## src/rtl/core_dmem_wb_responder.sv

```systemverilog
// core_dmem_wb_responder: turns one MEM-stage load/store into one Wishbone B4 classic cycle.
// Optional ack timeout enabled by defining WB_TIMEOUT_EN (limit set by TIMEOUT_CYCLES).
module core_dmem_wb_responder #(
    parameter int ADDR_W         = 32,
    parameter int TIMEOUT_CYCLES = 255
) (
    input  logic              clk,
    input  logic              reset_n,
    input  logic [31:0]       mem_addr_mem,
    input  logic [31:0]       mem_wdata_mem,
    input  logic              mem_write_mem,
    input  logic              mem_read_mem,
    input  logic [2:0]        mem_op_mem,
    output logic [31:0]       mem_rdata_mem,
    output logic              stall_pipl,
    output logic              misalign_err,
    output logic              bus_err,
    output logic              wb_cyc_o,
    output logic              wb_stb_o,
    output logic              wb_we_o,
    output logic [ADDR_W-1:0] wb_adr_o,
    output logic [31:0]       wb_dat_o,
    output logic [3:0]        wb_sel_o,
    input  logic [31:0]       wb_dat_i,
    input  logic              wb_ack_i,
    input  logic              wb_err_i
);

    typedef enum logic [1:0] {
        S_IDLE = 2'd0,
        S_BUS  = 2'd1,
        S_DONE = 2'd2
    } state_e;

    typedef enum logic [1:0] {
        SZ_B = 2'd0,
        SZ_H = 2'd1,
        SZ_W = 2'd2
    } size_e;

    // Reserved funct3 encodings (011, 110, 111) all land in the word case.
    function automatic size_e op_size(input logic [2:0] op);
        case (op[1:0])
            2'b00:   return SZ_B;
            2'b01:   return SZ_H;
            default: return SZ_W;
        endcase
    endfunction

    function automatic logic is_aligned(input size_e sz, input logic [1:0] off);
        case (sz)
            SZ_B:    return 1'b1;
            SZ_H:    return ~off[0];
            default: return (off == 2'b00);
        endcase
    endfunction

    function automatic logic [3:0] lane_sel(input size_e sz, input logic [1:0] off);
        case (sz)
            SZ_B:    return 4'b0001 << off;
            SZ_H:    return 4'b0011 << {off[1], 1'b0};
            default: return 4'b1111;
        endcase
    endfunction

    function automatic logic [31:0] store_lanes(input size_e sz, input logic [31:0] wdata);
        case (sz)
            SZ_B:    return {4{wdata[7:0]}};
            SZ_H:    return {2{wdata[15:0]}};
            default: return wdata;
        endcase
    endfunction

    function automatic logic [31:0] load_format(input logic [31:0] word, input size_e sz,
                                                input logic uns, input logic [1:0] off);
        logic [7:0]  b;
        logic [15:0] h;
        case (off)
            2'd0:    b = word[7:0];
            2'd1:    b = word[15:8];
            2'd2:    b = word[23:16];
            default: b = word[31:24];
        endcase
        h = off[1] ? word[31:16] : word[15:0];
        case (sz)
            SZ_B:    return uns ? {24'd0, b} : {{24{b[7]}}, b};
            SZ_H:    return uns ? {16'd0, h} : {{16{h[15]}}, h};
            default: return word;
        endcase
    endfunction

    state_e            state_q, state_d;
    logic              cyc_q, cyc_d;
    logic              we_q, we_d;
    logic [ADDR_W-1:0] adr_q, adr_d;
    logic [31:0]       dat_q, dat_d;
    logic [3:0]        sel_q, sel_d;
    size_e             size_q, size_d;
    logic              uns_q, uns_d;
    logic [1:0]        off_q, off_d;
    logic [31:0]       rdata_q, rdata_d;
    logic              misalign_q, misalign_d;
    logic              bus_err_q, bus_err_d;

    logic              req;
    size_e             req_size;
    logic [1:0]        req_off;
    logic              req_ok;
    logic              tmo_hit;

    assign req      = mem_read_mem | mem_write_mem;
    assign req_size = op_size(mem_op_mem);
    assign req_off  = mem_addr_mem[1:0];
    assign req_ok   = is_aligned(req_size, req_off);

`ifdef WB_TIMEOUT_EN
    localparam int TMO_BITS = $clog2(TIMEOUT_CYCLES + 1);
    localparam int TMO_W    = (TMO_BITS < 8) ? 8 : TMO_BITS;

    logic [TMO_W-1:0] tmo_q, tmo_d;

    // Counts completed BUS cycles; any other state clears it so each access starts at zero.
    always_comb begin
        tmo_d = '0;
        if (state_q == S_BUS) begin
            tmo_d = tmo_q + TMO_W'(1);
        end
    end

    always_ff @(posedge clk) begin
        if (!reset_n) begin
            tmo_q <= '0;
        end else begin
            tmo_q <= tmo_d;
        end
    end

    assign tmo_hit = (state_q == S_BUS) && (tmo_q == TMO_W'(TIMEOUT_CYCLES - 1));
`else
    assign tmo_hit = 1'b0;
`endif

    // Stall is combinational so the core freezes in the very cycle it presents the request.
    assign stall_pipl = reset_n &&
                        (((state_q == S_IDLE) && req && req_ok) || (state_q == S_BUS));

    always_comb begin
        // NOTE: every _d starts from its held value so no path can infer a latch.
        state_d    = state_q;
        cyc_d      = cyc_q;
        we_d       = we_q;
        adr_d      = adr_q;
        dat_d      = dat_q;
        sel_d      = sel_q;
        size_d     = size_q;
        uns_d      = uns_q;
        off_d      = off_q;
        rdata_d    = rdata_q;
        misalign_d = 1'b0;
        bus_err_d  = 1'b0;

        case (state_q)
            S_IDLE: begin
                if (req) begin
                    if (req_ok) begin
                        state_d = S_BUS;
                        cyc_d   = 1'b1;
                        we_d    = mem_write_mem;
                        adr_d   = {mem_addr_mem[ADDR_W-1:2], 2'b00};
                        dat_d   = store_lanes(req_size, mem_wdata_mem);
                        sel_d   = lane_sel(req_size, req_off);
                        size_d  = req_size;
                        uns_d   = mem_op_mem[2];
                        off_d   = req_off;
                    end else begin
                        misalign_d = 1'b1;
                    end
                end
            end
            S_BUS: begin
                if (wb_err_i || wb_ack_i || tmo_hit) begin
                    state_d = S_DONE;
                    cyc_d   = 1'b0;
                    we_d    = 1'b0;
                end
                if (wb_err_i) begin
                    rdata_d   = '0;
                    bus_err_d = 1'b1;
                end else if (wb_ack_i) begin
                    if (!we_q) begin
                        rdata_d = load_format(wb_dat_i, size_q, uns_q, off_q);
                    end
                end else if (tmo_hit) begin
                    rdata_d   = '0;
                    bus_err_d = 1'b1;
                end
            end
            S_DONE: begin
                state_d = S_IDLE;
            end
            default: begin
                state_d = S_IDLE;
                cyc_d   = 1'b0;
                we_d    = 1'b0;
            end
        endcase
    end

    always_ff @(posedge clk) begin
        if (!reset_n) begin
            state_q    <= S_IDLE;
            cyc_q      <= 1'b0;
            we_q       <= 1'b0;
            adr_q      <= '0;
            dat_q      <= '0;
            sel_q      <= '0;
            size_q     <= SZ_W;
            uns_q      <= 1'b0;
            off_q      <= '0;
            rdata_q    <= '0;
            misalign_q <= 1'b0;
            bus_err_q  <= 1'b0;
        end else begin
            // NOTE: non-blocking updates make every flop sample pre-edge values.
            state_q    <= state_d;
            cyc_q      <= cyc_d;
            we_q       <= we_d;
            adr_q      <= adr_d;
            dat_q      <= dat_d;
            sel_q      <= sel_d;
            size_q     <= size_d;
            uns_q      <= uns_d;
            off_q      <= off_d;
            rdata_q    <= rdata_d;
            misalign_q <= misalign_d;
            bus_err_q  <= bus_err_d;
        end
    end

    assign wb_cyc_o      = cyc_q;
    assign wb_stb_o      = cyc_q;
    assign wb_we_o       = we_q;
    assign wb_adr_o      = adr_q;
    assign wb_dat_o      = dat_q;
    assign wb_sel_o      = sel_q;
    assign mem_rdata_mem = rdata_q;
    assign misalign_err  = misalign_q;
    assign bus_err       = bus_err_q;

endmodule

```

## config.mk

```make
export PLATFORM = sky130hd
export DESIGN_NAME = core_dmem_wb_responder
export DESIGN_NICKNAME = d
export VERILOG_FILES = /design/src/rtl/core_dmem_wb_responder.sv
export SDC_FILE = /design/constraint.sdc
export NUM_CORES = 1
export LEC_CHECK = 0
export ABC_AREA = 0
export CAP_MARGIN = 20
export CORE_MARGIN = 4
export CORE_UTILIZATION = 39
export DETAILED_ROUTE_END_ITERATION = 8
export GPL_TIMING_DRIVEN = 1
export HOLD_SLACK_MARGIN = 0.03
export PLACE_DENSITY = 0.8
export RECOVER_POWER = 100
export SYNTH_ARGS = -nofsm -noshare
export SYNTH_HDL_FRONTEND = slang
export SYNTH_SLANG_ARGS = --single-unit
```

## constraint.sdc

```tcl
create_clock -name clk -period 1.35 [get_ports clk]
set_input_delay 0.27 -clock clk [delete_from_list [all_inputs] [get_ports clk]]
set_output_delay 0.27 -clock clk [all_outputs]
set_load 0.02 [all_outputs]
```

==> results of run 1 <==
==> final timing paths <==
check	startpoint	endpoint	slack, ns
max	state_q[1]	wb_we_o	-0.30
min	reset_n	bus_err	0.42
min reg2reg	wb_adr_o[14]	wb_adr_o[14]	0.45
max reg2reg	state_q[1]	wb_we_o	-0.30
==> cell usage after synthesis (2+ instances only) <==
master     count  area, um^2
nor3_1         3        15.0
a21boi_0       2        15.0
mux2i_1       18         180
nor2_1        12        45.0
o31ai_1        9        67.6
o211ai_1       2        15.0
inv_1          9        33.8
mux2_2         7        78.8
a211o_1        7        61.3
nor2b_1        2        12.5
nand3_1       24         120
a21boi_1      51         383
o21ai_0       24         120
buf_1          3        11.3
buf_6          2        22.5
buf_4          3        22.5
nand2b_1       2        12.5
o2bb2ai_1     17         149
nand2_1      134         503
a22o_1         7        61.3
a21oi_1       43         215
and3b_1        7        61.3
clkbuf_1      23        86.3
a311oi_1       7        61.3
dfxtp_1      109        2180
o211a_1       18         180
nor3b_1        2        15.0
buf_2         24         120
or3_1          2        12.5
==> sequential cells by signal (all words and copies together), names as in the netlist, 2 cells and up <==
register / flops
wb_dat_o: 32
wb_adr_o: 30
mem_rdata_mem: 32
state_q: 2
off_q: 2
wb_sel_o: 4
size_q: 2
==> layer usage <==
layer / share of wire [%] / track usage, %
met2: 51 / 51.4
met1: 37 / 32.5
met5: 0 / 0
met4: 4.3 / 13.2
met3: 7.9 / 6.96
==> power by group <==
| group | switching (mW) | internal (mW) |
|---|---|---|
| Combinational | 1.58 | 1.51 |
| Sequential | 0.163 | 3.42 |
| Clock | 1.26 | 1.63 |
| Total | 3.00 | 6.56 |
==> critical path, delay by kind of cell, from the launching register on <==
family | cells | cell delay [ns]
AOI/OAI and AO/OA | 2 | 0.54
buffers and inverters | 4 | 0.56
DFF | 1 | 0.36
and+or+nand+nor | 1 | 0.12
==> cell usage in the layout (no fill, tap or decap), types with 19 or more instances in the layout <==
master and n:
a21boi_1 29, a21boi_2 24, a21oi_1 33, buf_12 19
buf_4 62, buf_6 20, clkbuf_2 30, clkdlybuf4s15_1 35
clkdlybuf4s50_1 97, dfxtp_1 102, dlygate4sd2_1 42, nand2_1 67
nand2_2 38, nand2_4 29
==> repair_timing <==
item | CTS | global route
hold buffers | 0 | 0
pin swaps | 72 | 64
setup buffers | 27 | 13
endpoints found under the setup margin | 210 | 167
resized for setup | 294 | 208
gates cloned | 20 | 1
==> layout make-up <==
class / instances / area [um^2]
Fill cell: 809 / 3070
Tap cell: 172 / 215
Sequential cell: 109 / 2200
Timing Repair Buffer: 323 / 3290
Clock inverter: 6 / 87.6
Inverter: 10 / 45.0
Multi-Input combinational cell: 418 / 3480
Clock buffer: 10 / 229
==> stage by stage <==
| step | util [%] | setup slack, ns | hold WS, ns | std cells | area (um^2) |
|---|---|---|---|---|---|
| CTS | 74.3 | -0.243 | 0.394 | 1051 | 9370 |
| global placement | 61.6 | -0.826 | 0.440 | 991 | 7770 |
| global route | 75.6 | -0.338 | 0.416 | 1048 | 9550 |
| floorplan | - | -0.0833 | 0.397 | 592 | 5080 |
| detailed placement | 61.6 | -0.898 | 0.446 | 991 | 7770 |
| finish | 75.6 | -0.305 | 0.416 | 1048 | 9550 |
==> logic make-up (layout without fill, tap and decap cells) <==
| kind of cell | Yosys count | after routing |
|---|---|---|
| other | 1 | 2 |
| DFF | 109 | 109 |
| muxes | 25 | 25 |
| AOI/OAI and AO/OA | 195 | 195 |
| and+or+nand+nor | 196 | 196 |
| buffers and inverters | 65 | 349 |
==> flow_summary.toml, run 1 <==
[worst_setup_path]
cp_slowest_cell = "dfxtp_4"
rr_worst_depth = 7
critPathCaptureType = "flip-flop"
crit_type = "flip-flop to flip-flop"
max_stage_delay_ns = 0.36
cp.arrival_ns = 1.93
crit_top_cell = "buf_4"
required_ns = 1.63
crit_path_max_fanout = 2
crit_path_start_kind = "flip-flop"
path_cells = "buf_6 -> buf_4 -> buf_4 -> o31ai_1 -> buf_4 -> nand3_1 -> a21boi_2"

[route]
wl_per_cell_um = 21.7
drt_first_pass_iters = 5
first_iter_violations = 434
vias = 5895
drc = 0
wl_mm = 22.8
vias_per_cell = 5.63
drtAntennaViolNets = 0

[floorplan]
die_area_mm2 = 0.0148
io_pins = 211
core_region_area_mm2 = 0.0126
die_x_um = 122
initial_utilization_pct = 39.8
die_height_um = 122
rows = 41

[finish]
syn2layout_area_growth_pct = 89.8
antenna_cells = 0
drive_gt1_share_pct = 39.6
fin_nets = 976

[yosys]
synth-adder-area-share_pct = 0
yosys_warnings = 0
syn_area_mm2 = 0.00503
async_reset_ff_share_pct = 0
synth_xor_area_share_pct = 0
syn_avg_cell_area_um2 = 8.51
postSynthCellCount = 591
synth_top_family_by_area = "compound AO/OA/AOI/OAI gates"
synth_ff_type = "dfxtp_1"
synthMuxAreaShare_pct = 5.15
yosys.area_share.simple_pct = 17.4
synth-edff-count = 0
synth_cell_types = 47
seq_area_frac_synth_pct = 43.4
ys_ff_latch = 109
synth-compound-area-share_pct = 28.0

[sta]
fmax_ghz = 0.604
fin_skew_ns = 0.00740
finalMaxSlewViolations = 0
hold_violations = 0
setup_viol = 102
period_needed_ns = 1.65
fin_ws_ns = -0.305
period_share_pct = 123
tns_ns = -11.95
grt_setup_unrepaired = "true"

[cts]
clkSinkCount = 109
cts-root-buf = "clkbuf_16"
insertion_delay_ns = 0.35
cts_tree = "built"
cts_made_buffers = 9
htree_levels = 3
path_clk_slew_ns = 0.07
clk_path_buf_depth = 2

[status]
status = "finished, violations left"
failed_checks = "setup timing"

[hold_path]
hold_depth = 3
hp-class = "input pin to flip-flop"

[global_route]
grt_max_degree = 86
grt_usage_pct = 28.8
grt_pass1_vias = 6143
grt_overflow_total = 0
grt_first_pass_wirelength_mm = 33.3
antenna_found_initial = 0

[job]
drv_cap = 0

[power]
total_power_mw = 9.56
power.density_mw_per_mm2 = 1000
leakagePower_nw = 4.22
vdd_ir_drop_max_mv = 0.666

[place]
dp_hpwl_mm = 13.1
port_buffers = 208
globalplace.congestion = 0.896
Note: power is estimated with default switching activity, not from simulation.
==> run 2, diff against run 1 <==
--- a/config.mk
+++ b/config.mk
@@ -6,7 +6,8 @@
 export NUM_CORES = 1
 export LEC_CHECK = 0
 export ABC_AREA = 0
-export CAP_MARGIN = 20
+export CAP_MARGIN = 30
+export CORE_ASPECT_RATIO = 1.5
 export CORE_MARGIN = 4
 export CORE_UTILIZATION = 39
 export DETAILED_ROUTE_END_ITERATION = 8
==> run 2 against run 1 <==
  * The flow still finishes with violations (setup timing)
  * Non-clock buffer count grew 4
  * Combinational power grew 2%
  * Global-route usage fell by 0.43 points
  * First-iteration DRC count is 21% lower
  * Total power shrank 0.53%
  * Critical endpoint is now mem_rdata_mem[11]
  * Die area grew 0.26%
  * Count of clock-buffer cells in the layout fell by 1
  * Flip-flop and latch count unchanged
==> flow_summary.toml, run 2 (synthesis results as in run 1) <==
[sta]
setup_viol = 106
finalMaxSlewViolations = 0
grt_setup_unrepaired = "true"
period_share_pct = 119
fin_ws_ns = -0.258
fin_skew_ns = 0.0121
fmax_ghz = 0.622
hold_violations = 0
tns_ns = -13.98
period_needed_ns = 1.61
hold_slack_ns = 0.393

[status]
failed_checks = "setup timing"
status = "finished, violations left"

[power]
vdd_ir_drop_max_mv = 0.573
combPwrFrac_pct = 33.3
netSwitchingFraction_pct = 32.1
pwr-share-seq_pct = 37.5
power.share.clock_pct = 29.1
power.switching_mw = 3.05
leakagePower_nw = 4.15
power.density_mw_per_mm2 = 990
total_power_mw = 9.51
p_int_mw = 6.46

[place]
place_ws_ns = -0.880
globalplace.congestion = 0.900
dp.cells = 973
postPlaceCellArea_mm2 = 0.00769
dp_hpwl_mm = 13.7
port_buffers = 208

[cts]
clkSinkCount = 109
insertion_delay_ns = 0.35
path_clk_slew_ns = 0.08
cts_made_buffers = 9
htree_levels = 3
cts_tree = "built"
cts-root-buf = "clkbuf_16"
cts_hold_buf = 0
clk_path_buf_depth = 2

[floorplan]
initial_utilization_pct = 40.0
rows = 50
io_pins = 211
die_area_mm2 = 0.0148
core_region_area_mm2 = 0.0126
die_height_um = 147
die_x_um = 101

[worst_setup_path]
critPathCaptureType = "flip-flop"
r2r-start = "off_q[1]"
required_ns = 1.59
r2r_end = "mem_rdata_mem[11]"
crit_type = "flip-flop to flip-flop"
crit_path_start_kind = "flip-flop"
rr_worst_depth = 6
cp.arrival_ns = 1.85
worstSetupEndpoint = "mem_rdata_mem[11]"
worstSetupStartpoint = "off_q[1]"
crit_path_max_fanout = 8
rrSetupSlack_ns = -0.26

[global_route]
grt_pass1_vias = 6213
grt_first_pass_wirelength_mm = 32.8
grt_overflow_total = 0
grt_max_degree = 59
grt_usage_pct = 28.4
antenna_found_initial = 1

[route]
wl_per_cell_um = 23.7
wl_mm = 24.6
vias_per_cell = 5.84
first_iter_violations = 345
drtAntennaViolNets = 0
vias = 6053
drc = 0
drt_first_pass_iters = 5

[finish]
layout_common_cells = "nand2_1, dfxtp_1, clkdlybuf4s50_1"
fill_cells = 812
fin_nets = 980
finish.utilization_pct = 76.4
drive_gt1_share_pct = 31.1
final_common_cell = "nand2_1"
fin_cells = 1037
syn2layout_area_growth_pct = 91.1
design_area_mm2 = 0.00961

[job]
drv_cap = 0

[hold_path]
hp-class = "input pin to flip-flop"
-- run 2: metal layers --
layer  wire (um)  track usage [%]
met5           0                0
met4        1580             17.0
met3        1850             5.84
met2       13100             52.1
met1        8000             28.6
-- run 2: power by group through the flow --
stage          clock [mW]  sequential [mW]  combinational, mW
3_5_place_dp            0             3.62               2.21
2_1_floorplan           0             3.84              0.839
6_report             2.77             3.57               3.17
5_1_grt              2.94             3.59               3.31
4_1_cts              2.80             3.54               2.64
3_3_place_gp            0             3.61               2.16
-- run 2: critical path, cell delays in order, from the launching register on --
cell and delay [ns]:
dfxtp_4 0.41, buf_6 0.13, mux2i_4 0.32, o22a_4 0.31, buf_6 0.12, o21ai_2 0.04, a22o_1 0.17
-- run 2: how the worst min path moves through the flow --
stage / end / slack (ns) / start / cells after the start
4_1_cts: size_q[1] / 0.36 / reset_n / 3
3_5_place_dp: mem_rdata_mem[19] / 0.45 / mem_rdata_mem[19] / 1
6_report: size_q[1] / 0.39 / reset_n / 3
3_3_place_gp: wb_adr_o[16] / 0.44 / wb_adr_o[16] / 2
5_1_grt: size_q[1] / 0.39 / reset_n / 3
2_1_floorplan: wb_we_o / 0.40 / mem_write_mem / 2
-- run 2: timing repair --
| action | in CTS | in global routing |
|---|---|---|
| setup buffers | 14 | 14 |
| resized for setup | 231 | 182 |
| endpoints found under the setup margin | 210 | 145 |
| cloned | 13 | 9 |
| pin swaps | 14 | 50 |
-- run 2: area by class of cell --
class	instances	area, um^2	share of cell area [%]
repair buffers	327	3470	36.1
multi-input cells	418	3390	35.3
flip-flops and latches	109	2200	22.9
clock buffers	9	225	2.34
well taps	156	195	2.03
clock inverters	7	80.1	0.833
inverters	10	43.8	0.456
diodes	1	2.50	0.0260
